<file path="config.mk">
export PLATFORM = sky130hd
export DESIGN_NAME = lfsr_bank_csr
export DESIGN_NICKNAME = d
export VERILOG_FILES = /design/src/rtl/lfsr_bank_csr.sv
export SDC_FILE = /design/constraint.sdc
export NUM_CORES = 2
export LEC_CHECK = 0
export BUFFER_PORTS_ARGS = -buffer_cell sky130_fd_sc_hd__buf_2
export CORE_MARGIN = 4
export CORE_UTILIZATION = 55
export CTS_CLUSTER_DIAMETER = 50
export CTS_CLUSTER_SIZE = 10
export DETAILED_ROUTE_END_ITERATION = 8
export PLACE_DENSITY = 0.82
export SLEW_MARGIN = 20
export SYNTH_ARGS = -nofsm -noshare
export SYNTH_HDL_FRONTEND = slang
export SYNTH_SLANG_ARGS = --single-unit
</file>
<file path="constraint.sdc">
create_clock -name clk_gen -period 4.5 [get_ports clk_gen]
set_clock_uncertainty 0.2 [all_clocks]
set_input_delay 0.225 -clock clk_gen [delete_from_list [all_inputs] [get_ports clk_gen]]
set_output_delay 0.225 -clock clk_gen [all_outputs]
set_load 0.02 [all_outputs]
</file>
<file path="src/rtl/lfsr_bank_csr.sv">
// Bank of NCH Fibonacci LFSR channels behind a UDM-bus CSR slave.
// Each channel steps from its loaded state COUNT times, then raises a sticky DONE bit that can drive irq_o.
module lfsr_bank_csr #(
    parameter int          NCH       = 4,
    parameter int          WIDTH     = 32,
    parameter logic [31:0] POLY      = 32'h80200003,
    parameter int          STEPS     = 1,
    parameter logic [31:0] BASE_ADDR = 32'h00001000
) (
    input  logic        clk_gen,
    input  logic        srst,
    input  logic        bus_req_i,
    input  logic        bus_we_i,
    input  logic [31:0] bus_addr_bi,
    input  logic [3:0]  bus_be_bi,
    input  logic [31:0] bus_wdata_bi,
    output logic        bus_ack_o,
    output logic        bus_resp_o,
    output logic [31:0] bus_rdata_bo,
    output logic        irq_o
);
    localparam logic [0:0]       ST_IDLE  = 1'b0;
    localparam logic [0:0]       ST_RUN   = 1'b1;
    localparam logic [31:0]      WIN_LAST = 32'(16 * NCH + 7);
    localparam logic [WIDTH-1:0] TAPS     = POLY[WIDTH-1:0];

    function automatic logic [WIDTH-1:0] lfsr_step(input logic [WIDTH-1:0] s);
        return {s[WIDTH-2:0], ^(s & TAPS)};
    endfunction

    logic [31:0] off;
    logic        in_window, aligned, wr_en, rd_en, glb_wr;
    logic [3:0]  sel_idx;
    logic [1:0]  sel_reg;
    logic        unused_ok;

    assign off       = bus_addr_bi - BASE_ADDR;
    assign in_window = (bus_addr_bi >= BASE_ADDR) && (off <= WIN_LAST);
    assign aligned   = (off[1:0] == 2'b00);
    assign sel_idx   = off[7:4];
    assign sel_reg   = off[3:2];
    assign wr_en     = bus_req_i && bus_we_i && in_window && aligned;
    assign rd_en     = bus_req_i && !bus_we_i && in_window;
    assign glb_wr    = wr_en && (sel_idx == 4'(NCH));
    assign bus_ack_o = bus_req_i && in_window;
    assign unused_ok = ^bus_be_bi;

    logic [WIDTH-1:0] seed_w  [NCH];
    logic [WIDTH-1:0] state_w [NCH];
    logic [31:0]      count_w [NCH];
    logic [NCH-1:0]   busy_w, done_set, done_clr;
    logic [NCH-1:0]   done_q, done_d, irq_en_q, irq_en_d;
    logic             irq_q, resp_q;
    logic [31:0]      rdata_q, rdata_d;

    for (genvar gi = 0; gi < NCH; gi++) begin : g_ch
        logic [0:0]       fsm_q, fsm_d;
        logic [WIDTH-1:0] seed_q, seed_d, state_q, state_d, adv;
        logic [31:0]      count_q, count_d, rem_q, rem_d, k;
        logic             ch_wr, set_done, clr_done;

        assign ch_wr = wr_en && (sel_idx == 4'(gi));

        // Advance up to STEPS times, but never past the remaining count.
        always_comb begin
            k   = (rem_q < 32'(STEPS)) ? rem_q : 32'(STEPS);
            adv = state_q;
            for (int s = 0; s < STEPS; s++) begin
                if (32'(s) < k) adv = lfsr_step(adv);
            end
        end

        always_comb begin
            fsm_d    = fsm_q;
            seed_d   = seed_q;
            state_d  = state_q;
            count_d  = count_q;
            rem_d    = rem_q;
            set_done = 1'b0;
            clr_done = 1'b0;
            if (ch_wr && sel_reg == 2'd1) count_d = bus_wdata_bi;
            if (fsm_q == ST_IDLE) begin
                if (ch_wr && sel_reg == 2'd0) begin
                    seed_d  = bus_wdata_bi[WIDTH-1:0];
                    state_d = bus_wdata_bi[WIDTH-1:0];
                end else if (ch_wr && sel_reg == 2'd2 && bus_wdata_bi[1:0] == 2'b01) begin
                    if (count_q == 32'd0) begin
                        set_done = 1'b1;
                    end else begin
                        fsm_d    = ST_RUN;
                        rem_d    = count_q;
                        clr_done = 1'b1;
                    end
                end
            end else begin
                if (ch_wr && sel_reg == 2'd2 && bus_wdata_bi[1]) begin
                    fsm_d = ST_IDLE;
                end else begin
                    state_d = adv;
                    rem_d   = rem_q - k;
                    if (rem_d == 32'd0) begin
                        fsm_d    = ST_IDLE;
                        set_done = 1'b1;
                    end
                end
            end
        end

        always_ff @(posedge clk_gen) begin
            if (srst) begin
                fsm_q   <= ST_IDLE;
                seed_q  <= WIDTH'(1);
                state_q <= WIDTH'(1);
                count_q <= '0;
                rem_q   <= '0;
            end else begin
                fsm_q   <= fsm_d;
                seed_q  <= seed_d;
                state_q <= state_d;
                count_q <= count_d;
                rem_q   <= rem_d;
            end
        end

        assign seed_w[gi]   = seed_q;
        assign state_w[gi]  = state_q;
        assign count_w[gi]  = count_q;
        assign busy_w[gi]   = (fsm_q == ST_RUN);
        assign done_set[gi] = set_done;
        assign done_clr[gi] = clr_done;
    end

    // Hardware set is applied last so it beats a coincident W1C.
    always_comb begin
        done_d   = done_q;
        irq_en_d = irq_en_q;
        if (glb_wr && sel_reg == 2'd0) done_d = done_d & ~bus_wdata_bi[NCH-1:0];
        if (glb_wr && sel_reg == 2'd1) irq_en_d = bus_wdata_bi[NCH-1:0];
        done_d = (done_d & ~done_clr) | done_set;
    end

    always_comb begin
        rdata_d = '0;
        if (aligned) begin
            for (int c = 0; c < NCH; c++) begin
                if (sel_idx == 4'(c)) begin
                    case (sel_reg)
                        2'd0:    rdata_d = 32'(seed_w[c]);
                        2'd1:    rdata_d = count_w[c];
                        2'd2:    rdata_d = {29'd0, state_w[c] == '0, done_q[c], busy_w[c]};
                        default: rdata_d = 32'(state_w[c]);
                    endcase
                end
            end
            if (sel_idx == 4'(NCH)) begin
                if (sel_reg == 2'd0) rdata_d = 32'(done_q);
                if (sel_reg == 2'd1) rdata_d = 32'(irq_en_q);
            end
        end
    end

    always_ff @(posedge clk_gen) begin
        if (srst) begin
            done_q   <= '0;
            irq_en_q <= '0;
            irq_q    <= 1'b0;
            resp_q   <= 1'b0;
            rdata_q  <= '0;
        end else begin
            done_q   <= done_d;
            irq_en_q <= irq_en_d;
            irq_q    <= |(done_d & irq_en_d);
            resp_q   <= rd_en;
            if (rd_en) rdata_q <= rdata_d;
        end
    end

    assign bus_resp_o   = resp_q;
    assign bus_rdata_bo = rdata_q;
    assign irq_o        = irq_q;
endmodule

</file>
# == Word-level counts from Yosys, hierarchy flattened ==
# Cells that the tools add are included.
# totals
reg_bits,558
latchBits,0
ram_bits,0
rom_bits,0
input_bits,72
output_inout_bits,35
elab_cells,254
n_memories,0
# op_classes
n_addsub,5
multipliers,0
div,0
order_cmp,10
n_eq_ne,23
n_shift,0
mux,106
bitwise,10
n_reduce_logical,75
# op_table
op,count
$mux W32,48
$logic_not A32 Y1,12
$pmux W32 S3,4
$lt A1 B32 Y1 const A,4
$lt A32 B1 Y1 const B,4
$reduce_xor A32 Y1,4
$sub A32 B32 Y32,4
$mux W1,52
$logic_and A1 B1 Y1,34
$ge A32 B13 Y1 const B,1
$le A32 B7 Y1 const B,1
$sub A32 B13 Y32 const B,1
$ne A2 B2 Y1 const B,12
$reduce_and A4 Y1,4
$reduce_bool A2 Y1,8
$and A4 B4 Y4,3
$reduce_and A3 Y1,4
$eq A4 B2 Y1 const B,2
$mux W4,2
$ne A2 B1 Y1 const B,4
$not A4 Y4,2
$reduce_and A2 Y1,4
$eq A2 B1 Y1 const B,2
$eq A4 B1 Y1 const B,1
8 further kinds,12

# == Logic depth before layout (Yosys ltp) ==
# depth
depth_word,16
ltp_mapped,19
ltp_nobuf,15

# == Worst setup path before layout ==
# No wires, ideal clock.
# synth_path
kind,register to register
from,register g_ch[1].rem_q[10]
to,"register irq_q, in the netlist irq_o"
setup_time_ns,0.095
arrival_ns,4.133
required_time_ns,4.205
path_slack_ns,0.071
stages_incl_launch_ff,16
n_path_buf,1
period_less_slack_ns,4.429
cell_sequence,dfxtp_1 clkbuf_1 or4_1 nand4b_2 o31ai_1 inv_1 ha_1 nor2b_1 nand2_1 or3_1 xnor2_1 or4_1 or4_1 o21ba_2 nand2b_1 o311ai_1
# synth_between
elab_chain_len,10
# synth_rtl
item,line,rtl
start: declaration,59,"logic [31:0] count_q, count_d, rem_q, rem_d, k;"
start signal: assignment,121,rem_q <= rem_d;
$lt A32 B1 Y1,66,k = (rem_q < 32'(STEPS)) ? rem_q : 32'(STEPS);
$mux W32,66,
$sub A32 B32 Y32 *,100,rem_d = rem_q - k;
$logic_not A32 Y1 *,101,if (rem_d == 32'd0) begin
$mux W1 *,101,
$mux W1 *,96,if (ch_wr && sel_reg == 2'd2 && bus_wdata_bi[1]) begin
$mux W1 *,82,if (fsm_q == ST_IDLE) begin
$or A4 B4 Y4 *,139,done_d = (done_d & ~done_clr) | done_set;
$and A4 B4 Y4 *,172,irq_q <= |(done_d & irq_en_d);
$reduce_or A4 Y1 *,172,
end signal: assignment,172,
end: declaration,53,"logic irq_q, resp_q;"
# Mark *: on every way between the ends. The rest lies on a longest branch, timed or not.
# A chain may end at the register's enable or synchronous reset.

# == Final worst setup path ==
# layout_path
from,register g_ch[2].rem_q[10]
to,"register irq_q, in the netlist irq_o"
# layout_between
elab_chain_len,10
# layout_rtl
item,line
start: declaration,59
start signal: assignment,121
$lt A32 B1 Y1,66
$mux W32,66
$sub A32 B32 Y32 *,100
$logic_not A32 Y1 *,101
$mux W1 *,101
$mux W1 *,96
$mux W1 *,82
$or A4 B4 Y4 *,139
$and A4 B4 Y4 *,172
$reduce_or A4 Y1 *,172
# Marks and branches as above.

==> results_dict.tcl <==
set metrics [dict create \
    synth_edf_count 0 \
    end_kind "register" \
    routed_wl_mm 107 \
    ys_ff_latch 558 \
    num_rows 85 \
    cp_max_fo 7 \
    grt_overflow 0 \
    worstPathRequired_ns 4.82 \
    clk_pin_slew_worst_paths_ns 0.06 \
    drt-wirelength-per-cell_um 23.0 \
    place_area_sq_mm 0.0313 \
    cts_made_buffers 74 \
    clockBufferDepth 3 \
    syn_inst 3918 \
    seqCellArea_sq_mm 0.0112 \
    ys.flop_type "dfxtp_1" \
    grt_usage_pct 34.3 \
    fp.dieW_um 242 \
    crit_buf_inv 0 \
    fin_setup_tns_ns 0 \
    clock-root-buffer "clkbuf_16" \
    peakVddDrop_uv 258 \
    timing.final.crit_period_ns 4.35 \
    path_delay_family "simple AND/OR/NAND/NOR gates" \
    finalSetupViolCount 0 \
    grt_max_degree 199 \
    start_util_pct 55.8 \
    route.detailed.drc 0 \
    outcome "finished clean" \
    arrival_ns 4.67 \
    numPortBuffers 102 \
    critical_path_class "register to register" \
    max_freq_mhz 230 \
    dp_hpwl_mm 69.8 \
    pin_count 107 \
    fin_cells 4638 \
    die_y_um 242 \
    placed_cells 4489 \
    ys_seq_area_share_pct 37.0 \
    rsz0062_at_grt "false" \
    ant_nets 0 \
    core-area_sq_mm 0.0541 \
    final_cell_mix "707 x nand2_1, 554 x dfxtp_1, 444 x a21oi_1" \
    hold_violations 0 \
    grt_pass1_wl_mm 162 \
    maxCapViolCount 0 \
    area_delta_synth_final_pct 12.2 \
    place.gp.congestion 1.01 \
    period_share_pct 96.6 \
    async_flop_share_pct 0 \
    dr.pass1.iters 7 \
    cts_max_level 3 \
    dieArea_sq_mm 0.0587 \
    via_count 30834 \
    hold_path_class "input port to register" \
    synth.distinct_cells 82 \
    clk_latency_ns 0.62 \
    power_per_cell_area_mw_per_mm2 324 \
    slowest_stage "or4b_2" \
    drv_slew 0 \
    path_cells "or3_1, or4_1, nor3_2, and2_0, nor2_1, ha_2, or4b_2, or2_2, o41ai_1, o221ai_1, a211oi_1, nand4_1, o21ai_1, a22oi_1, o311ai_1" \
    syn_avg_cell_area_sq_um 7.71 \
    antenna_found_initial 5 \
    viasPerCell 6.65 \
    grt_pass1_vias 28414 \
    clkSinkCount 558 \
    slowest_delay_ns 0.70 \
    tightest_slew_ns 1.05 \
    leakage_nw 11.3 \
    drive_gt1_share_pct 12.6 \
    synth.cell_area_sq_mm 0.0302 \
    max-slew-margin-rel_pct 29.9 \
    worstSetupStartpointType "register" \
    ys_warn_count 0 \
    cts_tree "yes" \
    multi_input_area_sq_mm 0.0175 \
    layout.nets 3986 \
    fill_cells 4532 \
    postLayoutCellArea_sq_mm 0.0339 \
    syn-num-nets 3998 \
    final_common_cell "nand2_1" \
    drtIter0Drc 4793 \
]
## worst register-to-register path: cells and delay by family, from the launching register on
family	cells	cell delay, ns
flops	1	0.39
simple gates	8	2.06
compound gates	6	1.35
fa+ha+maj	1	0.26
## worst paths after layout
path | depth (start not counted) | endpoint | from | slack [ns]
setup / recovery | 15 | irq_o | g_ch[2].rem_q[10] | 0.15
hold / removal | 5 | g_ch[0].fsm_q | bus_addr_bi[31] | 0.07
setup reg to reg | 15 | irq_o | g_ch[2].rem_q[10] | 0.15
hold reg to reg | 2 | g_ch[2].seed_q[2] | g_ch[2].seed_q[2] | 0.25
## synthesized netlist by cell type (all sizes together) (38+ instances only)
cell	n	area share, %
nand2	717	9.0
dfxtp	558	37
a21oi	469	8.1
nor2	393	5.0
clkbuf	271	3.4
mux2i	212	7.0
a211oi	166	4.3
o21ai	159	2.7
nor4	107	2.4
nor3	96	1.6
buf	77	1.7
o22ai	57	1.2
a221oi	56	1.6
mux2	54	2.0
a22oi	41	1.0
nand4	41	0.85
inv	38	0.47
## routing by layer
metal  share of wire (%)  global-route usage [%]  up-vias
li1                    -                       -    14054
met1                  38                    45.3    14463
met2                  43                    50.5     1904
met3                  14                    10.9      409
met4                 5.4                    17.1        4
met5                0.11                    1.55        -
## registers in the layout (all words and copies together), names as in the netlist
signal and count:
bus_rdata_bo 32, bus_resp_o 1, done_q 4, g_ch.count_q 128, g_ch.fsm_q 4, g_ch.rem_q 128, g_ch.seed_q 128, g_ch.state_q 128
irq_en_q 4, irq_o 1
## cell type report
cell class / count / share of cell area (%)
antenna: 3 / 0.0221
multi-input combinational: 2973 / 51.6
timing repair buffer: 260 / 5.84
clock inverter: 24 / 0.775
sequential: 558 / 33.0
inverter: 39 / 0.432
clock buffer: 85 / 5.73
tap: 696 / 2.57
## per-stage QoR
| step | worst slack [ns] | util (%) | power (mW) | hold WS (ns) |
|---|---|---|---|---|
| 4_1_cts | 0.0331 | 62.5 | 11.0 | 0.0375 |
| 6_report | 0.155 | 62.6 | 11.0 | 0.0715 |
| 5_1_grt | 0.00320 | 62.6 | 11.2 | 0.0876 |
| 2_1_floorplan | 0.0714 | - | 5.33 | 0.101 |
| 3_5_place_dp | 0.0273 | 57.7 | 5.52 | 0.241 |
| 3_3_place_gp | 0.115 | 57.7 | 5.52 | 0.235 |
## where the power goes
part	total (mW)	internal [mW]	switching, mW
logic	0.532	0.133	0.399
registers	4.94	4.94	0.000000000188
clock network	5.52	3.24	2.28
total	11.0	8.31	2.68
## kinds of logic after synthesis
logic type | count (synthesis) | share of synthesized area, %
simple gates | 1585 | 24.1
compound gates | 1075 | 22.4
flops | 558 | 37.0
buf+inv | 387 | 5.53
mux | 275 | 9.71
xor+xnor | 30 | 0.870
fa+ha+maj | 8 | 0.331
## repair_timing
action                                  in CTS  in global routing
buffers inserted                             0                  0
resized for setup                            0                 11
endpoints found under the setup margin       0                  3
hold buffers                                37                  0
hold endpoints to repair                   355                  0
No activity file was read; power rests on OpenSTA's default activity.
